<file path="src/rtl/uart_cmd_parser.sv">
// uart_cmd_parser
//   Parses ASCII register commands arriving byte-by-byte from a UART receiver.
//     write : 'W' <reg digit 0..3> <DP_WIDTH/4 hex digits> CR
//     read  : 'R' <reg digit 0..3> CR
//   Command letters and hex digits are case-insensitive. LF is ignored,
//   except while a read is waiting for the transmitter, where every byte
//   is dropped and flagged.
//
// Ports
//   clk          clock, all state changes on the rising edge
//   rst          synchronous active-high reset
//   i_rx_data    received byte
//   i_rx_valid   one-cycle strobe qualifying i_rx_data
//   i_tx_busy    hex-print transmitter busy
//   i_reg_rdata  read data for o_reg_addr (combinational external mux)
//   o_reg_wr     one-cycle register write strobe
//   o_reg_addr   register index for writes and reads
//   o_reg_wdata  write data, held between writes
//   o_tx_stb     one-cycle print request
//   o_tx_reg     register index to print
//   o_tx_data    value to print
//   o_err        one-cycle strobe on a malformed command or dropped byte
module uart_cmd_parser #(
    parameter int DP_WIDTH = 16
) (
    input  logic                clk,
    input  logic                rst,
    input  logic [7:0]          i_rx_data,
    input  logic                i_rx_valid,
    input  logic                i_tx_busy,
    input  logic [DP_WIDTH-1:0] i_reg_rdata,
    output logic                o_reg_wr,
    output logic [1:0]          o_reg_addr,
    output logic [DP_WIDTH-1:0] o_reg_wdata,
    output logic                o_tx_stb,
    output logic [1:0]          o_tx_reg,
    output logic [DP_WIDTH-1:0] o_tx_data,
    output logic                o_err
);

    localparam int NIB   = DP_WIDTH / 4;
    localparam int CNT_W = $clog2(NIB + 1);

    localparam logic [7:0] CH_CR = 8'h0D;
    localparam logic [7:0] CH_LF = 8'h0A;

    typedef enum logic [2:0] {
        IDLE,
        REG,
        DATA,
        EOL,
        TXWAIT
    } state_t;

    state_t             state;
    state_t             state_nxt;
    logic               cmd_is_wr;
    logic [CNT_W-1:0]   nib_cnt;
    logic [DP_WIDTH-1:0] sr;

    // Decoded actions for the current cycle
    logic set_cmd;
    logic set_cmd_wr;
    logic addr_load;
    logic shift_en;
    logic cnt_clr;
    logic wr_go;
    logic tx_go;
    logic err_go;

    function automatic logic is_hex(input logic [7:0] b);
        return (b >= 8'h30 && b <= 8'h39) ||
               (b >= 8'h41 && b <= 8'h46) ||
               (b >= 8'h61 && b <= 8'h66);
    endfunction

    function automatic logic [3:0] hex_val(input logic [7:0] b);
        logic [7:0] t;
        if (b <= 8'h39)
            t = b - 8'h30;
        else if (b <= 8'h46)
            t = b - 8'h37;
        else
            t = b - 8'h57;
        return t[3:0];
    endfunction

    always_comb begin
        state_nxt  = state;
        set_cmd    = 1'b0;
        set_cmd_wr = 1'b0;
        addr_load  = 1'b0;
        shift_en   = 1'b0;
        cnt_clr    = 1'b0;
        wr_go      = 1'b0;
        tx_go      = 1'b0;
        err_go     = 1'b0;

        if (i_rx_valid) begin
            case (state)
                IDLE: begin
                    if (i_rx_data == 8'h57 || i_rx_data == 8'h77) begin
                        set_cmd    = 1'b1;
                        set_cmd_wr = 1'b1;
                        state_nxt  = REG;
                    end else if (i_rx_data == 8'h52 || i_rx_data == 8'h72) begin
                        set_cmd   = 1'b1;
                        state_nxt = REG;
                    end else if (i_rx_data != CH_CR && i_rx_data != CH_LF) begin
                        err_go = 1'b1;
                    end
                end
                REG: begin
                    if (i_rx_data >= 8'h30 && i_rx_data <= 8'h33) begin
                        addr_load = 1'b1;
                        cnt_clr   = 1'b1;
                        state_nxt = cmd_is_wr ? DATA : EOL;
                    end else if (i_rx_data != CH_LF) begin
                        err_go    = 1'b1;
                        state_nxt = IDLE;
                    end
                end
                DATA: begin
                    if (is_hex(i_rx_data)) begin
                        shift_en = 1'b1;
                        if (nib_cnt == CNT_W'(NIB - 1))
                            state_nxt = EOL;
                    end else if (i_rx_data != CH_LF) begin
                        err_go    = 1'b1;
                        state_nxt = IDLE;
                    end
                end
                EOL: begin
                    if (i_rx_data == CH_CR) begin
                        if (cmd_is_wr) begin
                            wr_go     = 1'b1;
                            state_nxt = IDLE;
                        end else begin
                            state_nxt = TXWAIT;
                        end
                    end else if (i_rx_data != CH_LF) begin
                        err_go    = 1'b1;
                        state_nxt = IDLE;
                    end
                end
                TXWAIT: begin
                    // Nothing may be parsed while the read is pending.
                    err_go = 1'b1;
                end
                default: state_nxt = IDLE;
            endcase
        end

        // The pending read is issued regardless of any dropped byte.
        if (state == TXWAIT && !i_tx_busy) begin
            tx_go     = 1'b1;
            state_nxt = IDLE;
        end
    end

    always_ff @(posedge clk) begin
        if (rst)
            state <= IDLE;
        else
            state <= state_nxt;
    end

    always_ff @(posedge clk) begin
        if (rst) begin
            cmd_is_wr   <= 1'b0;
            nib_cnt     <= '0;
            sr          <= '0;
            o_reg_wr    <= 1'b0;
            o_reg_addr  <= '0;
            o_reg_wdata <= '0;
            o_tx_stb    <= 1'b0;
            o_tx_reg    <= '0;
            o_tx_data   <= '0;
            o_err       <= 1'b0;
        end else begin
            o_reg_wr <= wr_go;
            o_tx_stb <= tx_go;
            o_err    <= err_go;
            if (set_cmd)
                cmd_is_wr <= set_cmd_wr;
            // ASCII '0'..'3' carry the index in their two low bits.
            if (addr_load)
                o_reg_addr <= i_rx_data[1:0];
            if (cnt_clr)
                nib_cnt <= '0;
            else if (shift_en)
                nib_cnt <= nib_cnt + CNT_W'(1);
            if (shift_en)
                sr <= {sr[DP_WIDTH-5:0], hex_val(i_rx_data)};
            if (wr_go)
                o_reg_wdata <= sr;
            if (tx_go) begin
                o_tx_data <= i_reg_rdata;
                o_tx_reg  <= o_reg_addr;
            end
        end
    end

endmodule

</file>
<file path="config.mk">
export PLATFORM = sky130hd
export DESIGN_NAME = uart_cmd_parser
export DESIGN_NICKNAME = d
export VERILOG_FILES = /design/src/rtl/uart_cmd_parser.sv
export SDC_FILE = /design/constraint.sdc
export NUM_CORES = 1
export LEC_CHECK = 0
export BUFFER_PORTS_ARGS = -buffer_cell sky130_fd_sc_hd__buf_2
export CORE_MARGIN = 2
export CORE_UTILIZATION = 53
export CTS_CLUSTER_DIAMETER = 50
export CTS_CLUSTER_SIZE = 8
export DETAILED_ROUTE_END_ITERATION = 6
export GPL_TIMING_DRIVEN = 0
export PLACE_DENSITY = 0.9
export RECOVER_POWER = 100
export SETUP_SLACK_MARGIN = 0.05
export SLEW_MARGIN = 10
export SYNTH_ARGS = -nofsm -noshare
export SYNTH_HDL_FRONTEND = slang
export SYNTH_SLANG_ARGS = --single-unit
</file>
<file path="constraint.sdc">
create_clock -name clk -period 2.5 [get_ports clk]
set_input_delay 0.25 -clock clk [delete_from_list [all_inputs] [get_ports clk]]
set_output_delay 0.25 -clock clk [all_outputs]
set_load 0.1 [all_outputs]
</file>
Word level (Yosys, flattened, before mapping)
Cells that the tools add are included.
Operators by class
  add/subtract/negate cells: 4
  bitwise operators: 2
  multiplexer cells: 38
  reductions and logical operators: 16
  equality and inequality tests: 14
  $lt $le $gt $ge: 7
Operators with widths (number)
  $eq 8x7->1 const B: 4
  $mux 1: 26
  $mux 3: 8
  $ge 8x7->1 const B: 2
  $le 8x6->1 const B: 2
  $le 8x7->1 const B: 2
  $ne 8x4->1 const B: 2
  $pmux 3 s5: 1
  $eq 3x2->1 const B: 3
  $eq 8x4->1 const B: 1
  $ge 8x6->1 const B: 1
  $mux 4: 2
  $sub 4x3->4 const B: 2
  $logic_and 1x1->1: 6
  $ne 3x3->1 const B: 2
  $reduce_or 2->1: 3
  $pmux 1 s5: 1
  $logic_or 1x1->1: 4
  $reduce_and 4->1: 1
  $sub 4x1->4 const B: 1
  $add 3x1->3 const B: 1
  $eq 3x1->1 const B: 1
  $eq 3x3->1 const B: 1
  $logic_not 3->1: 1
  2 further kinds: 3
Word-level totals
  input port bits: 28
  bits in registers: 62
  output and inout bits: 39
  logic and storage cells: 92

Logic depth before layout (Yosys ltp)
Gate-level depths: netlist of the first run.
  word-level depth: 7
  gate-level depth with buffers: 8
  depth with buffers taken out: 6

Least setup slack after synthesis of the first run
No wires, ideal clock.
  path kind: register to register
  start: register state[0]
  end: register sr[2]
  setup time: 0.072 ns
  stages on the path, launching flop included: 7
  arrival time: 1.715 ns
  setup slack: 0.714 ns
  buffers on the path: 2
  path through: dfxtp_1 > buf_2 > or3b_1 > a211o_1 > a21oi_4 > buf_6 > mux2i_1
On the way
  cells in the longest elaborated chain, start to end: 3
RTL lines
  from (decl): line 55  | state_t state;
  from (signal assigned): line 165  | state <= state_nxt;
  $eq 3x2->1: line 100  | case (state)
  $mux 1: line 100
  $mux 1: line 99  | if (i_rx_valid) begin
  to (signal assigned): line 194  | sr <= {sr[DP_WIDTH-5:0], hex_val(i_rx_data)};
  to (decl): line 59  | logic [DP_WIDTH-1:0] sr;
Every way passes these cells.
A chain may end at the register's enable or synchronous reset.

Final worst setup path of the first run
  start: register state[0]
  end: register sr[3]
The elaborated chain is that of the path after synthesis.

==> results of run 1 <==
## cells in the mapped netlist, types with 2 or more instances
library cell                number
sky130_fd_sc_hd__and3_1          2
sky130_fd_sc_hd__inv_1           7
sky130_fd_sc_hd__ha_1            6
sky130_fd_sc_hd__a211o_1         2
sky130_fd_sc_hd__o211ai_1        3
sky130_fd_sc_hd__nor3_1          7
sky130_fd_sc_hd__mux2i_1        36
sky130_fd_sc_hd__nand4_1         5
sky130_fd_sc_hd__nand2b_1        5
sky130_fd_sc_hd__a211oi_1        2
sky130_fd_sc_hd__nand2_1        58
sky130_fd_sc_hd__a2111oi_0       3
sky130_fd_sc_hd__or3b_1          3
sky130_fd_sc_hd__o21ai_1         2
sky130_fd_sc_hd__o21ai_0         6
sky130_fd_sc_hd__clkbuf_1       12
sky130_fd_sc_hd__and4bb_2        2
sky130_fd_sc_hd__o31ai_1         2
sky130_fd_sc_hd__nor2_1         26
sky130_fd_sc_hd__dfxtp_1        62
sky130_fd_sc_hd__buf_6           2
sky130_fd_sc_hd__a21oi_1        24
sky130_fd_sc_hd__a31oi_1         3
sky130_fd_sc_hd__nand3_1         5
sky130_fd_sc_hd__buf_2           3
## worst paths after layout
kind | start | end | slack, ps
max | state[0] | sr[3] | 310
min | i_reg_rdata[15] | o_tx_data[15] | 140
max reg2reg | state[0] | sr[3] | 310
min reg2reg | o_tx_data[14] | o_tx_data[14] | 450
## report_power, final
part | switching (W) | leakage (nW) | internal (W)
Sequential | 0.000000447 | 0.499 | 0.000988
Combinational | 0.0000813 | 0.627 | 0.0000400
Clock | 0.000428 | 0.115 | 0.000573
## cells by family (layout without fill, tap and decap cells)
| group | after synthesis | in the layout |
|---|---|---|
| adder cells (fa/ha/maj) | 6 | 6 |
| multiplexers | 37 | 37 |
| AO/OA/AOI/OAI | 60 | 60 |
| flip-flops | 62 | 62 |
| buffers and inverters | 26 | 106 |
| AND/OR/NAND/NOR | 127 | 127 |
## per-layer routing
| metal | part of all wire (%) | up-vias |
|---|---|---|
| li1 | - | 1278 |
| met1 | 43 | 1225 |
| met2 | 46 | 138 |
| met3 | 8.8 | 19 |
| met4 | 2.2 | 0 |
| met5 | 0 | - |
## metrics by stage
step	hold WS, ps	util, %	setup slack [ps]	std cells
floorplan	386.0	-	713.8	318
global placement	438.5	63.46	482.1	452
detailed placement	443.7	63.46	410.1	452
CTS	133.7	67.82	415.1	468
global route	138.7	66.82	205.5	468
finish	139.7	66.82	312.1	468
## layout make-up
type	instances	area share, %
plain buffers	19	3.024
flip-flops and latches	62	36.14
inverters	7	0.7650
clock inverters	7	2.914
clock buffers	9	3.607
multi-input cells	230	43.10
well taps	70	2.550
repair buffers	64	7.905
## critical path: stages, from the launching register on
cell and delay (ps):
sky130_fd_sc_hd__dfxtp_1 300, sky130_fd_sc_hd__clkbuf_1 210, sky130_fd_sc_hd__or3b_1 480, sky130_fd_sc_hd__a211o_1 310
sky130_fd_sc_hd__a21oi_4 320, sky130_fd_sc_hd__buf_6 230, sky130_fd_sc_hd__mux2i_1 250
==> Flow_metrics.wiki, run 1 <==
{| class="wikitable"
! Metric !! Value
|-
| Number of antenna-violating nets in the routed design || 0
|-
| Commonest non-fill, non-tap cells in the layout || 62 x sky130_fd_sc_hd__dfxtp_1, 58 x sky130_fd_sc_hd__nand2_1, 53 x sky130_fd_sc_hd__clkbuf_1, 36 x sky130_fd_sc_hd__mux2i_1
|-
| Final total negative setup slack || 0 ps
|-
| Synthesized-area fraction occupied by ao, oa, aoi and oai cells || 14.03%
|-
| Final count of pins violating max slew || 0
|-
| Number of placement rows || 26
|-
| Fillers || 428
|-
| Count of cell types in the netlist || 55
|-
| Yosys reg bits || slightly above 60
|-
| Wire length of the first global-routing pass || 11690 µm
|-
| Worst EP required || between 2000 and 3000 ps
|-
| Layout Nets || 427
|-
| Number of gates given a new drive strength after cts || 0
|-
| Sequential standard cell area || 1241 µm²
|-
| Routability-driven placement congestion ratio || 0.9361
|-
| Area of all placed cells without fillers || 3435 µm²
|-
| Final Cycle Share || 87.52%
|-
| Clock transition time at the flip-flop clock pins of the worst setup and hold paths || 70 ps
|-
| Final hold violation count || 0
|-
| Crit start category || register
|-
| Sink Count || 62
|-
| Number of top-level pins || 67
|-
| Starting DRT DRC Count || approximately 150
|-
| All-layer global routing usage || 24.57%
|-
| Transition at the pin with the smallest max-transition slack || 1190 ps
|-
| Synthesized net count || 352
|-
| Registers with the highest flip-flop counts || o_reg_wdata: 16 flops, o_tx_data: 16 flops, sr: 16 flops
|-
| Remaining routing DRC violations || 0
|-
| Share of the synthesized area in the top cell type || a little over two fifths
|-
| Hold path depth || 3
|-
| Length in cells of the worst reg-to-reg path || 6
|-
| Cell Pwr Density || 614.5 nW/µm²
|-
| Shortest clock period the worst path allows after layout || around 2200 ps
|-
| Post-synth EDFFs || 0
|-
| Root buf cell || sky130_fd_sc_hd__clkbuf_8
|-
| Total overflow reported by the global router || 0
|-
| Number of H-tree levels || 3
|-
| Share of synthesized area occupied by flip-flops and latches || 43.49%
|-
| Setup repair after global routing missed its margin || false
|-
| Number of diodes added for antenna fixing || 0
|-
| Maximum buffer depth of the clock tree || 2
|-
| Cell type with the largest total area after synthesis || sky130_fd_sc_hd__dfxtp_1
|-
| Max Cap Violations || 0
|-
| Status || finished clean
|-
| Multi-input combinational cell area || approximately 1500 µm²
|-
| Overall routed net length || 7132 µm
|-
| Class of the most critical hold timing path || input port to register
|-
| Mean instance size in the synthesized netlist || approximately 9.0 µm²
|-
| Post-synthesis instance total || 318
|-
| Die Ht || roughly 77 µm
|-
| Worst supply voltage drop on vdd || 0.5515 mV
|-
| Most utilized layer in the global route result || met2
|-
| Proportion of synthesized flip-flops having asynchronous set or reset || 0%
|-
| Drt wl/cell || 15.24 µm
|-
| Synth Area in Simple Gates || between 20% and 30%
|-
| Global routing usage on met3 || 6.628%
|-
| Share of the synthesized netlist area taken by xor and xnor gates || 0%
|-
| Count of hold-fix buffers inserted at cts || 0
|-
| Vias per Instance || 5.684
|-
| TritonCTS clock tree || done
|-
| Met2 track utilization from global routing || 40.35%
|-
| Share of layout cells above drive strength 1 || 13.82%
|-
| Clk Latency, worst-skew pair || ~350 ps
|-
| HPWL after DPL || about 5000 µm
|-
| Total Power || 0.002110 W
|-
| Primary FF master, synth || sky130_fd_sc_hd__dfxtp_1
|-
| Vias post-DR || 2660
|-
| CP Max Fanout || 10
|-
| Vias in the first global route || 2512
|-
| Upper clock frequency limit || 457.1 MHz
|-
| # Post-CTS Setup Buffers || 0
|-
| Synth Area in Adders || 2.630%
|-
| Detailed Routing Iterations Pass 1 || 5
|-
| Warnings, synthesis || 0
|-
| Standby leakage power || 1.241 nW
|-
| Most common library cell in the layout ignoring fill and taps || sky130_fd_sc_hd__dfxtp_1
|-
| Crit path DAT || 2450 ps
|-
| Final setup skew || about 11 ps
|-
| Floorplan die width || 77.38 µm
|-
| Met1 routing resource usage after global routing || 30.30%
|-
| Effective utilization at floorplan || 55.53%
|-
| Area grow syn2layout || 20.34%
|-
| Largest net degree at the start of global routing || 14
|-
| Finish-stage setup viols || 0
|-
| Placeable core area || 5140 µm²
|-
| Combinational family with the most area after synthesis || simple AND/OR/NAND/NOR gates
|-
| Number of buffers created by CTS || 9
|-
| Area of the mapped netlist || around 2900 µm²
|-
| Headroom to the max-slew limit || around a fifth
|-
| Area enclosed by the die boundary || 5988 µm²
|-
| Type of element capturing the critical path || register
|-
| Area of placed instances || 3262 µm²
|-
| Initial antenna violation count || 0
|-
| Number of buffer cells added on primary ports || 64
|-
| Multiplexer area fraction after synthesis || between 10% and 20%
|-
| Cell types with the largest area share after synthesis || sky130_fd_sc_hd__dfxtp_1 43%, sky130_fd_sc_hd__mux2i_1 13%, sky130_fd_sc_hd__nand2_1 7.6%, sky130_fd_sc_hd__a21oi_1 4.2%, sky130_fd_sc_hd__nor2_1 3.4%
|-
| Critical setup path kind || register to register
|}
Power figures use the tool's default switching activity.
==> inputs of run 2 (changes only) <==
- CELL_PAD_IN_SITES_DETAIL_PLACEMENT: unset -> 0
- CELL_PAD_IN_SITES_GLOBAL_PLACEMENT: unset -> 1
- CORE_MARGIN: 2 -> unset
- CORE_UTILIZATION: 53 -> 40
- HOLD_SLACK_MARGIN: unset -> 0.1
==> run 2 against run 1 <==
Cell area grew 0.40%. Combinational power is essentially flat. Sequential cell count unchanged. Sequential power hardly changed. Global-route usage fell by 5.5 points. Hold slack gained 7.7 ps. Critical path type unchanged. Largest cell class unchanged. Core utilization shrank 16 points. Sequential share of layout area shrank 0.14 points. Clock power is 9.7% lower.
==> Flow_metrics.wiki, run 2 (same netlist as run 1, synthesis figures left out) <==
{| class="wikitable"
! Metric !! Value
|-
| Fillers || 663 (was 428)
|-
| Cell Pwr Density || 583.2 nW/µm² (was 614.5 nW/µm²)
|-
| Final setup skew || 9.070 ps (was 10.93 ps)
|-
| Inst Count DP || 478 (was 452)
|-
| Clk Latency, worst-skew pair || 340 ps (was 350 ps)
|-
| Largest net degree at the start of global routing || 14 (unchanged)
|-
| Routability-driven placement congestion ratio || 0.8760 (was 0.9361)
|-
| Wire length of the first global-routing pass || 11100 µm (was 11690 µm)
|-
| Floorplan die width || 86.47 µm (was 77.38 µm)
|-
| Number of H-tree levels || 3 (unchanged)
|-
| Area of placed instances || 3294 µm² (was 3262 µm²)
|-
| Cell-by-cell trace of the critical path || clkbuf_1 -> or3b_1 -> nor4_4 -> buf_6 -> buf_12 -> mux2i_1 -> nor2_1 (was clkbuf_1 -> or3b_1 -> a211o_1 -> a21oi_4 -> buf_6 -> mux2i_1)
|-
| Clock transition time at the flip-flop clock pins of the worst setup and hold paths || 80 ps (was 70 ps)
|-
| Maximum buffer depth of the clock tree || 2 (unchanged)
|-
| Headroom to the max-slew limit || 20.88% (was 20.99%)
|-
| Final Cycle Share || 84.24% (was 87.52%)
|-
| Upper clock frequency limit || 474.8 MHz (was 457.1 MHz)
|-
| Standby leakage power || 1.229 nW (was 1.241 nW)
|-
| All-layer global routing usage || 19.05% (was 24.57%)
|-
| Detailed Routing Iterations Pass 1 || 4 (was 5)
|-
| Total Power || 0.002011 W (was 0.002110 W)
|-
| Class of the most critical hold timing path || input port to register (unchanged)
|-
| Most common library cell in the layout ignoring fill and taps || sky130_fd_sc_hd__dfxtp_1 (unchanged)
|-
| Die Ht || 86.47 µm (was 77.38 µm)
|-
| Final hold violation count || 0 (unchanged)
|-
| Share of layout cells above drive strength 1 || 13.82% (unchanged)
|-
| Vias in the first global route || 2433 (was 2512)
|-
| Count of hold-fix buffers inserted at cts || 0 (unchanged)
|-
| Setup repair after global routing missed its margin || false (unchanged)
|-
| Vias post-DR || 2589 (was 2660)
|-
| TritonCTS clock tree || done (unchanged)
|-
| Initial antenna violation count || 0 (unchanged)
|-
| Worst supply voltage drop on vdd || 0.3310 mV (was 0.5515 mV)
|-
| Registers with the highest flip-flop counts || o_reg_wdata: 16 flops, o_tx_data: 16 flops, sr: 16 flops (unchanged)
|-
| Final total negative setup slack || 0 ps (unchanged)
|-
| Shortest clock period the worst path allows after layout || 2106 ps (was 2188 ps)
|-
| Area grow syn2layout || 20.82% (was 20.34%)
|-
| Total overflow reported by the global router || 0 (unchanged)
|-
| HPWL after DPL || 4937 µm (was 5032 µm)
|-
| Vias per Instance || 5.241 (was 5.684)
|-
| Area enclosed by the die boundary || 7477 µm² (was 5988 µm²)
|-
| Number of gates given a new drive strength after cts || 0 (unchanged)
|-
| Area of all placed cells without fillers || 3448 µm² (was 3435 µm²)
|-
| Sink Count || 62 (unchanged)
|-
| Layout Nets || 427 (unchanged)
|-
| Final count of pins violating max slew || 0 (unchanged)
|-
| Root buf cell || sky130_fd_sc_hd__clkbuf_8 (unchanged)
|-
| Type of element capturing the critical path || register (unchanged)
|-
| Worst EP required || 2710 ps (was 2760 ps)
|-
| Max Cap Violations || 0 (unchanged)
|-
| Number of placement rows || 30 (was 26)
|-
| Drt wl/cell || 13.60 µm (was 15.24 µm)
|-
| Number of top-level pins || 67 (unchanged)
|-
| CP Max Fanout || 10 (unchanged)
|-
| Status || finished clean (unchanged)
|-
| Length in cells of the worst reg-to-reg path || 7 (was 6)
|-
| Slowest-stage cell, CP || sky130_fd_sc_hd__or3b_1 (unchanged)
|-
| Hold path depth || 3 (unchanged)
|-
| Remaining routing DRC violations || 0 (unchanged)
|-
| Number of buffer cells added on primary ports || 64 (unchanged)
|-
| Placeable core area || 6832 µm² (was 5140 µm²)
|-
| Number of diodes added for antenna fixing || 0 (unchanged)
|-
| Transition at the pin with the smallest max-transition slack || 1192 ps (was 1190 ps)
|-
| Crit path DAT || 2310 ps (was 2450 ps)
|-
| Overall routed net length || 6717 µm (was 7132 µm)
|-
| Starting DRT DRC Count || 192 (was 148)
|-
| Layout Cells excl Fill || 494 (was 468)
|-
| Finish-stage setup viols || 0 (unchanged)
|-
| Crit start category || register (unchanged)
|-
| Critical setup path kind || register to register (unchanged)
|-
| Number of antenna-violating nets in the routed design || 0 (unchanged)
|-
| Delay of the slowest critical-path stage || 460 ps (was 480 ps)
|-
| Commonest non-fill, non-tap cells in the layout || 62 x sky130_fd_sc_hd__dfxtp_1, 58 x sky130_fd_sc_hd__nand2_1, 53 x sky130_fd_sc_hd__clkbuf_1, 36 x sky130_fd_sc_hd__mux2i_1 (unchanged)
|-
| Number of buffers created by CTS || 9 (unchanged)
|-
| # Post-CTS Setup Buffers || 0 (unchanged)
|-
| Effective utilization at floorplan || 41.78% (was 55.53%)
|}
## run 2: cell types whose count changed in the layout (fill, tap and decap cells not counted)
cell	previous run	this run
sky130_fd_sc_hd__buf_1	1	0
sky130_fd_sc_hd__buf_2	26	27
sky130_fd_sc_hd__bufinv_16	2	1
sky130_fd_sc_hd__clkinv_2	1	0
sky130_fd_sc_hd__clkinv_4	0	2
sky130_fd_sc_hd__clkinvlp_4	0	2
sky130_fd_sc_hd__inv_6	4	1
sky130_fd_sc_hd__inv_8	0	1
sky130_fd_sc_hd__nor2_1	26	27
sky130_fd_sc_hd__nor2_2	1	0
## run 2: path summary, 6_finish.rpt
| check | from | to | slack [ps] |
|---|---|---|---|
| hold reg to reg | o_tx_data[6] | o_tx_data[6] | 460 |
| hold / removal | i_reg_rdata[3] | o_tx_data[3] | 150 |
| setup / recovery | state[0] | o_reg_wdata[15] | 390 |
| setup reg to reg | state[0] | o_reg_wdata[15] | 390 |
## run 2: power by group
group          switching, W  internal, W
sequential      0.000000398     0.000988
clock              0.000430     0.000473
combinational     0.0000793    0.0000400
total              0.000510      0.00150
## run 2: stage by stage
step / setup WS (ps) / hold WS (ps) / utilization (%)
3_5_place_dp: 405.1 / 445.3 / 48.22
3_3_place_gp: 463.7 / 438.0 / 48.22
5_1_grt: 222.8 / 144.0 / 50.48
6_report: 393.9 / 147.3 / 50.48
2_1_floorplan: 713.8 / 386.0 / -
4_1_cts: 464.6 / 137.2 / 51.25
## run 2: critical path, delay by kind of cell, from the launching register on
| kind | cells | cell delay, ps |
|---|---|---|
| AND/OR/NAND/NOR | 3 | 790 |
| buffers and inverters | 3 | 660 |
| flip-flops | 1 | 310 |
| multiplexers | 1 | 200 |
## run 2: area by class of cell
type,instances,area (µm²),share of cell area [%]
sequential,62,1241,35.99
inverter,7,26.28,0.7620
multi-input combinational,230,1478,42.85
clock buffer,9,123.9,3.592
clock inverter,7,82.58,2.395
buffer,19,105.1,3.048
tap,96,120.1,3.483
timing repair buffer,64,271.5,7.874
## run 2: layer usage
metal	part of all wire (%)	global-route usage, %	up-vias
met5	0	0	-
met2	43	29.08	109
met1	48	25.30	1178
li1	-	-	1285
met3	7.5	5.143	17
met4	1.9	8.333	0
==> inputs of run 3 (changes only) <==
- ABC_AREA: unset -> 1
- CORE_UTILIZATION: 40 -> 35
- PLACE_DENSITY: 0.9 -> 0.86
- clock period: 2.5 -> 1.7 ns (I/O delays scaled with it)
==> run 3 against run 2 <==
Largest power group unchanged. Sequential share of layout area decreased by 1.0 points. Cell count up 4.9%. Power grew 60%. Count of clock-buffer cells in the layout rose by 3. Synthesized cell count up 1.9%. Register-to-register slack got worse by 230 ps. Maximum frequency grew 37%. Largest cell class is now flip-flops and latches. Sequential cell count unchanged. Critical path depth is the same. Area after synthesis fell by 3.5%. Setup slack worse by 230 ps. Combinational power grew to 3.3 times the previous value.
==> Flow_metrics.wiki, run 3 <==
{| class="wikitable"
! Metric !! Value
|-
| Status || finished clean (unchanged)
|-
| Share of synthesized area occupied by flip-flops and latches || 45.07% (was 43.49%)
|-
| Routability-driven placement congestion ratio || 0.8241 (was 0.8760)
|-
| Overall routed net length || 6607 µm (was 6717 µm)
|-
| Registers with the highest flip-flop counts || o_reg_wdata: 16 flops, o_tx_data: 16 flops, sr: 16 flops (unchanged)
|-
| Root buf cell || sky130_fd_sc_hd__clkbuf_8 (unchanged)
|-
| Die Ht || 90.71 µm (was 86.47 µm)
|-
| Number of placement rows || 31 (was 30)
|-
| Number of diodes added for antenna fixing || 0 (unchanged)
|-
| Worst r2r dst || o_reg_wdata[7] (was o_reg_wdata[15])
|-
| Detailed Routing Iterations Pass 1 || 4 (unchanged)
|-
| Area enclosed by the die boundary || 8227 µm² (was 7477 µm²)
|-
| Crit path DAT || 1730 ps (was 2310 ps)
|-
| Cell type with the largest total area after synthesis || sky130_fd_sc_hd__dfxtp_1 (unchanged)
|-
| Length in cells of the worst reg-to-reg path || 7 (unchanged)
|-
| Starting DRT DRC Count || 59 (was 192)
|-
| Clock transition time at the flip-flop clock pins of the worst setup and hold paths || 70 ps (was 80 ps)
|-
| Max Cap Violations || 0 (unchanged)
|-
| Layout Nets || 449 (was 427)
|-
| Number of top-level pins || 67 (unchanged)
|-
| Cell Pwr Density || 908.1 nW/µm² (was 583.2 nW/µm²)
|-
| Min-Delay Endpoint || o_err (was o_tx_data[3])
|-
| Setup repair after global routing missed its margin || true (was false)
|-
| R2R setup slack || 170 ps (was 390 ps)
|-
| Worst EP required || 1900 ps (was 2710 ps)
|-
| Fillers || 749 (was 663)
|-
| Cell seen most often among critical-path stages || sky130_fd_sc_hd__nor2_1
|-
| Post-layout util || 47.70% (was 50.48%)
|-
| Cell with the most instances after synthesis || sky130_fd_sc_hd__dfxtp_1 (unchanged)
|-
| Multi-input combinational cell area || 1231 µm² (was 1478 µm²)
|-
| Number of H-tree levels || 3 (unchanged)
|-
| Drt wl/cell || 12.75 µm (was 13.60 µm)
|-
| Sequential standard cell area || 1242 µm² (was 1241 µm²)
|-
| Share of layout cells above drive strength 1 || 28.16% (was 13.82%)
|-
| Hold path depth || 3 (unchanged)
|-
| Primary FF master, synth || sky130_fd_sc_hd__dfxtp_1 (unchanged)
|-
| Delay of the slowest critical-path stage || 360 ps (was 460 ps)
|-
| Smallest hold slack || 185.5 ps (was 147.3 ps)
|-
| Sink Count || 62 (unchanged)
|-
| Number of buffers created by CTS || 9 (unchanged)
|-
| Top cells by count, synth || 62 x sky130_fd_sc_hd__dfxtp_1, 44 x sky130_fd_sc_hd__inv_1, 43 x sky130_fd_sc_hd__nor2_1, 42 x sky130_fd_sc_hd__nand2_1, 20 x sky130_fd_sc_hd__a21oi_1 (was 62 x sky130_fd_sc_hd__dfxtp_1, 58 x sky130_fd_sc_hd__nand2_1, 36 x sky130_fd_sc_hd__mux2i_1, 26 x sky130_fd_sc_hd__nor2_1, 24 x sky130_fd_sc_hd__a21oi_1)
|-
| Maximum buffer depth of the clock tree || 2 (unchanged)
|-
| Post-synthesis instance total || 324 (was 318)
|-
| Transition at the pin with the smallest max-transition slack || 717.3 ps (was 1192 ps)
|-
| Vias post-DR || 2478 (was 2589)
|-
| Final count of pins violating max slew || 0 (unchanged)
|-
| Effective utilization at floorplan || 36.98% (was 41.78%)
|-
| Number of antenna-violating nets in the routed design || 0 (unchanged)
|-
| Number of buffer cells added on primary ports || 64 (unchanged)
|-
| Synthesized net count || 358 (was 352)
|-
| Standby leakage power || 1.595 nW (was 1.229 nW)
|-
| Finish-stage setup viols || 0 (unchanged)
|-
| Remaining routing DRC violations || 0 (unchanged)
|-
| Commonest non-fill, non-tap cells in the layout || 61 x sky130_fd_sc_hd__dfxtp_1, 45 x sky130_fd_sc_hd__inv_1, 43 x sky130_fd_sc_hd__nor2_1, 42 x sky130_fd_sc_hd__nand2_1, 40 x sky130_fd_sc_hd__clkbuf_2 (was 62 x sky130_fd_sc_hd__dfxtp_1, 58 x sky130_fd_sc_hd__nand2_1, 53 x sky130_fd_sc_hd__clkbuf_1, 36 x sky130_fd_sc_hd__mux2i_1)
|-
| Share of the synthesized area in the top cell type || 45.07% (was 43.49%)
|-
| Pre-CTS setup slack || -150.9 ps (was 405.1 ps)
|-
| Count of cell types in the netlist || 30 (was 55)
|-
| CP Max Fanout || 10 (unchanged)
|-
| Floorplan die width || 90.71 µm (was 86.47 µm)
|-
| Type of element capturing the critical path || register (unchanged)
|-
| Initial antenna violation count || 0 (unchanged)
|-
| Shortest clock period the worst path allows after layout || 1533 ps (was 2106 ps)
|-
| Total Power || 0.003226 W (was 0.002011 W)
|-
| Cell-by-cell trace of the critical path || inv_2 -> nand2_1 -> nor2_1 -> nand3_4 -> buf_2 -> nor2_1 -> a211oi_2 (was clkbuf_1 -> or3b_1 -> nor4_4 -> buf_6 -> buf_12 -> mux2i_1 -> nor2_1)
|-
| Total overflow reported by the global router || 0 (unchanged)
|-
| Area of the mapped netlist || 2754 µm² (was 2854 µm²)
|-
| Reg-to-Reg Start || state[2] (was state[0])
|-
| Critical setup path kind || register to register (unchanged)
|-
| Vias in the first global route || 2522 (was 2433)
|-
| Yosys reg bits || 62 (unchanged)
|-
| All-layer global routing usage || 17.38% (was 19.05%)
|-
| Proportion of synthesized flip-flops having asynchronous set or reset || 0% (unchanged)
|-
| Largest net degree at the start of global routing || 11 (was 14)
|-
| Class of the most critical hold timing path || input port to register (unchanged)
|-
| Vias per Instance || 4.784 (was 5.241)
|-
| Worst supply voltage drop on vdd || 0.4589 mV (was 0.3310 mV)
|-
| TritonCTS clock tree || done (unchanged)
|-
| Upper clock frequency limit || 652.4 MHz (was 474.8 MHz)
|-
| Min-delay src || i_rx_valid (was i_reg_rdata[3])
|-
| Clk Latency, worst-skew pair || 340 ps (about the same)
|-
| Area grow syn2layout || 28.99% (was 20.82%)
|-
| Final setup skew || 5.812 ps (was 9.070 ps)
|-
| Crit start category || register (unchanged)
|-
| Slowest-stage cell, CP || sky130_fd_sc_hd__dfxtp_1 (was sky130_fd_sc_hd__or3b_1)
|-
| Final hold violation count || 0 (unchanged)
|-
| Final Cycle Share || 90.16% (was 84.24%)
|-
| Warnings, synthesis || 0 (unchanged)
|-
| Mean instance size in the synthesized netlist || 8.500 µm² (was 8.975 µm²)
|-
| HPWL after DPL || 4698 µm (was 4937 µm)
|-
| Placeable core area || 7447 µm² (was 6832 µm²)
|-
| Cell types with the largest area share after synthesis || sky130_fd_sc_hd__dfxtp_1 45%, sky130_fd_sc_hd__a211oi_2 7.3%, sky130_fd_sc_hd__inv_1 6.0%, sky130_fd_sc_hd__nor2_1 5.9%, sky130_fd_sc_hd__a22o_1 5.7% (was sky130_fd_sc_hd__dfxtp_1 43%, sky130_fd_sc_hd__mux2i_1 13%, sky130_fd_sc_hd__nand2_1 7.6%, sky130_fd_sc_hd__a21oi_1 4.2%, sky130_fd_sc_hd__nor2_1 3.4%)
|-
| Wire length of the first global-routing pass || 11430 µm (was 11100 µm)
|-
| Headroom to the max-slew limit || 52.18% (was 20.88%)
|-
| Post-synth EDFFs || 0 (unchanged)
|-
| Final worst slack || 167.3 ps (was 393.9 ps)
|-
| Most common library cell in the layout ignoring fill and taps || sky130_fd_sc_hd__dfxtp_1 (unchanged)
|}
[run 3: cell count changes after synthesis, moves of 16 or more]
| cell | delta |
|---|---|
| sky130_fd_sc_hd__mux2i_1 | -36 |
| sky130_fd_sc_hd__inv_1 | +37 |
| sky130_fd_sc_hd__nand2_1 | -16 |
| sky130_fd_sc_hd__a22o_1 | +18 |
| sky130_fd_sc_hd__a211oi_2 | +16 |
| sky130_fd_sc_hd__nor2_1 | +17 |
[run 3: worst max path at each step]
stage | start | to | slack (ps) | cells past startpoint
after CTS | state[2] | sr[7] | 60 | 7
after global routing | state[0] | o_tx_data[14] | 20 | 10
after global placement | i_rx_data[1] | sr[7] | -140 | 11
after floorplan | i_rx_data[1] | o_reg_wdata[10] | 310 | 10
final | state[2] | o_reg_wdata[7] | 170 | 7
after detailed placement | i_rx_data[1] | sr[7] | -150 | 11
[run 3: cell type report]
| class | instances | area share (%) |
|---|---|---|
| Tap cell | 99 | 3.487 |
| Clock inverter | 3 | 1.198 |
| Timing Repair Buffer | 80 | 13.53 |
| Buffer | 12 | 2.430 |
| Sequential cell | 62 | 34.98 |
| Inverter | 48 | 5.072 |
| Clock buffer | 12 | 4.650 |
| Multi-Input combinational cell | 202 | 34.66 |
[run 3: where the power goes]
group	internal (W)	total, W	switching, W	leakage, nW
logic	0.000117	0.000394	0.000277	0.991
registers	0.00147	0.00149	0.0000176	0.500
clock network	0.000786	0.00134	0.000553	0.104
total	0.00238	0.00323	0.000848	1.60
[run 3: kinds of logic after synthesis]
family | count (synthesis) | synth area share [%]
buf+inv | 60 | 9.677
xor+xnor | 3 | 0.9543
compound gates | 79 | 21.72
flops | 62 | 45.07
simple gates | 114 | 19.85
fa+ha+maj | 6 | 2.726
[run 3: through the flow]
step	std cells	area, µm²	TNS [ps]
2_1_floorplan	324	2754	0
3_3_place_gp	487	3198	-1776
3_5_place_dp	487	3198	-2371
4_1_cts	518	3566	0
5_1_grt	518	3552	0
6_report	518	3552	0
[run 3: worst max-delay path: cells and delay by family, from the launching register on]
family | cells | cell delay, ps
compound gates | 1 | 40
buf+inv | 2 | 290
flops | 1 | 360
simple gates | 4 | 690
[run 3: routing by layer]
| layer | part of all wire [%] | vias to the layer above | global-route usage, % | wire, µm |
|---|---|---|---|---|
| met5 | 0 | - | 0 | 0 |
| met3 | 5.3 | 8 | 5.808 | 347 |
| li1 | - | 1253 | - | - |
| met2 | 49 | 72 | 31.00 | 3245 |
| met4 | 0.88 | 0 | 5.242 | 58 |
| met1 | 45 | 1145 | 19.41 | 2955 |
[run 3: repair_timing]
action	in CTS	in global routing
hold buffers	16	0
buffers inserted	0	0
endpoints found under the setup margin	0	22
gates resized for setup	0	4
hold endpoints to repair	16	0
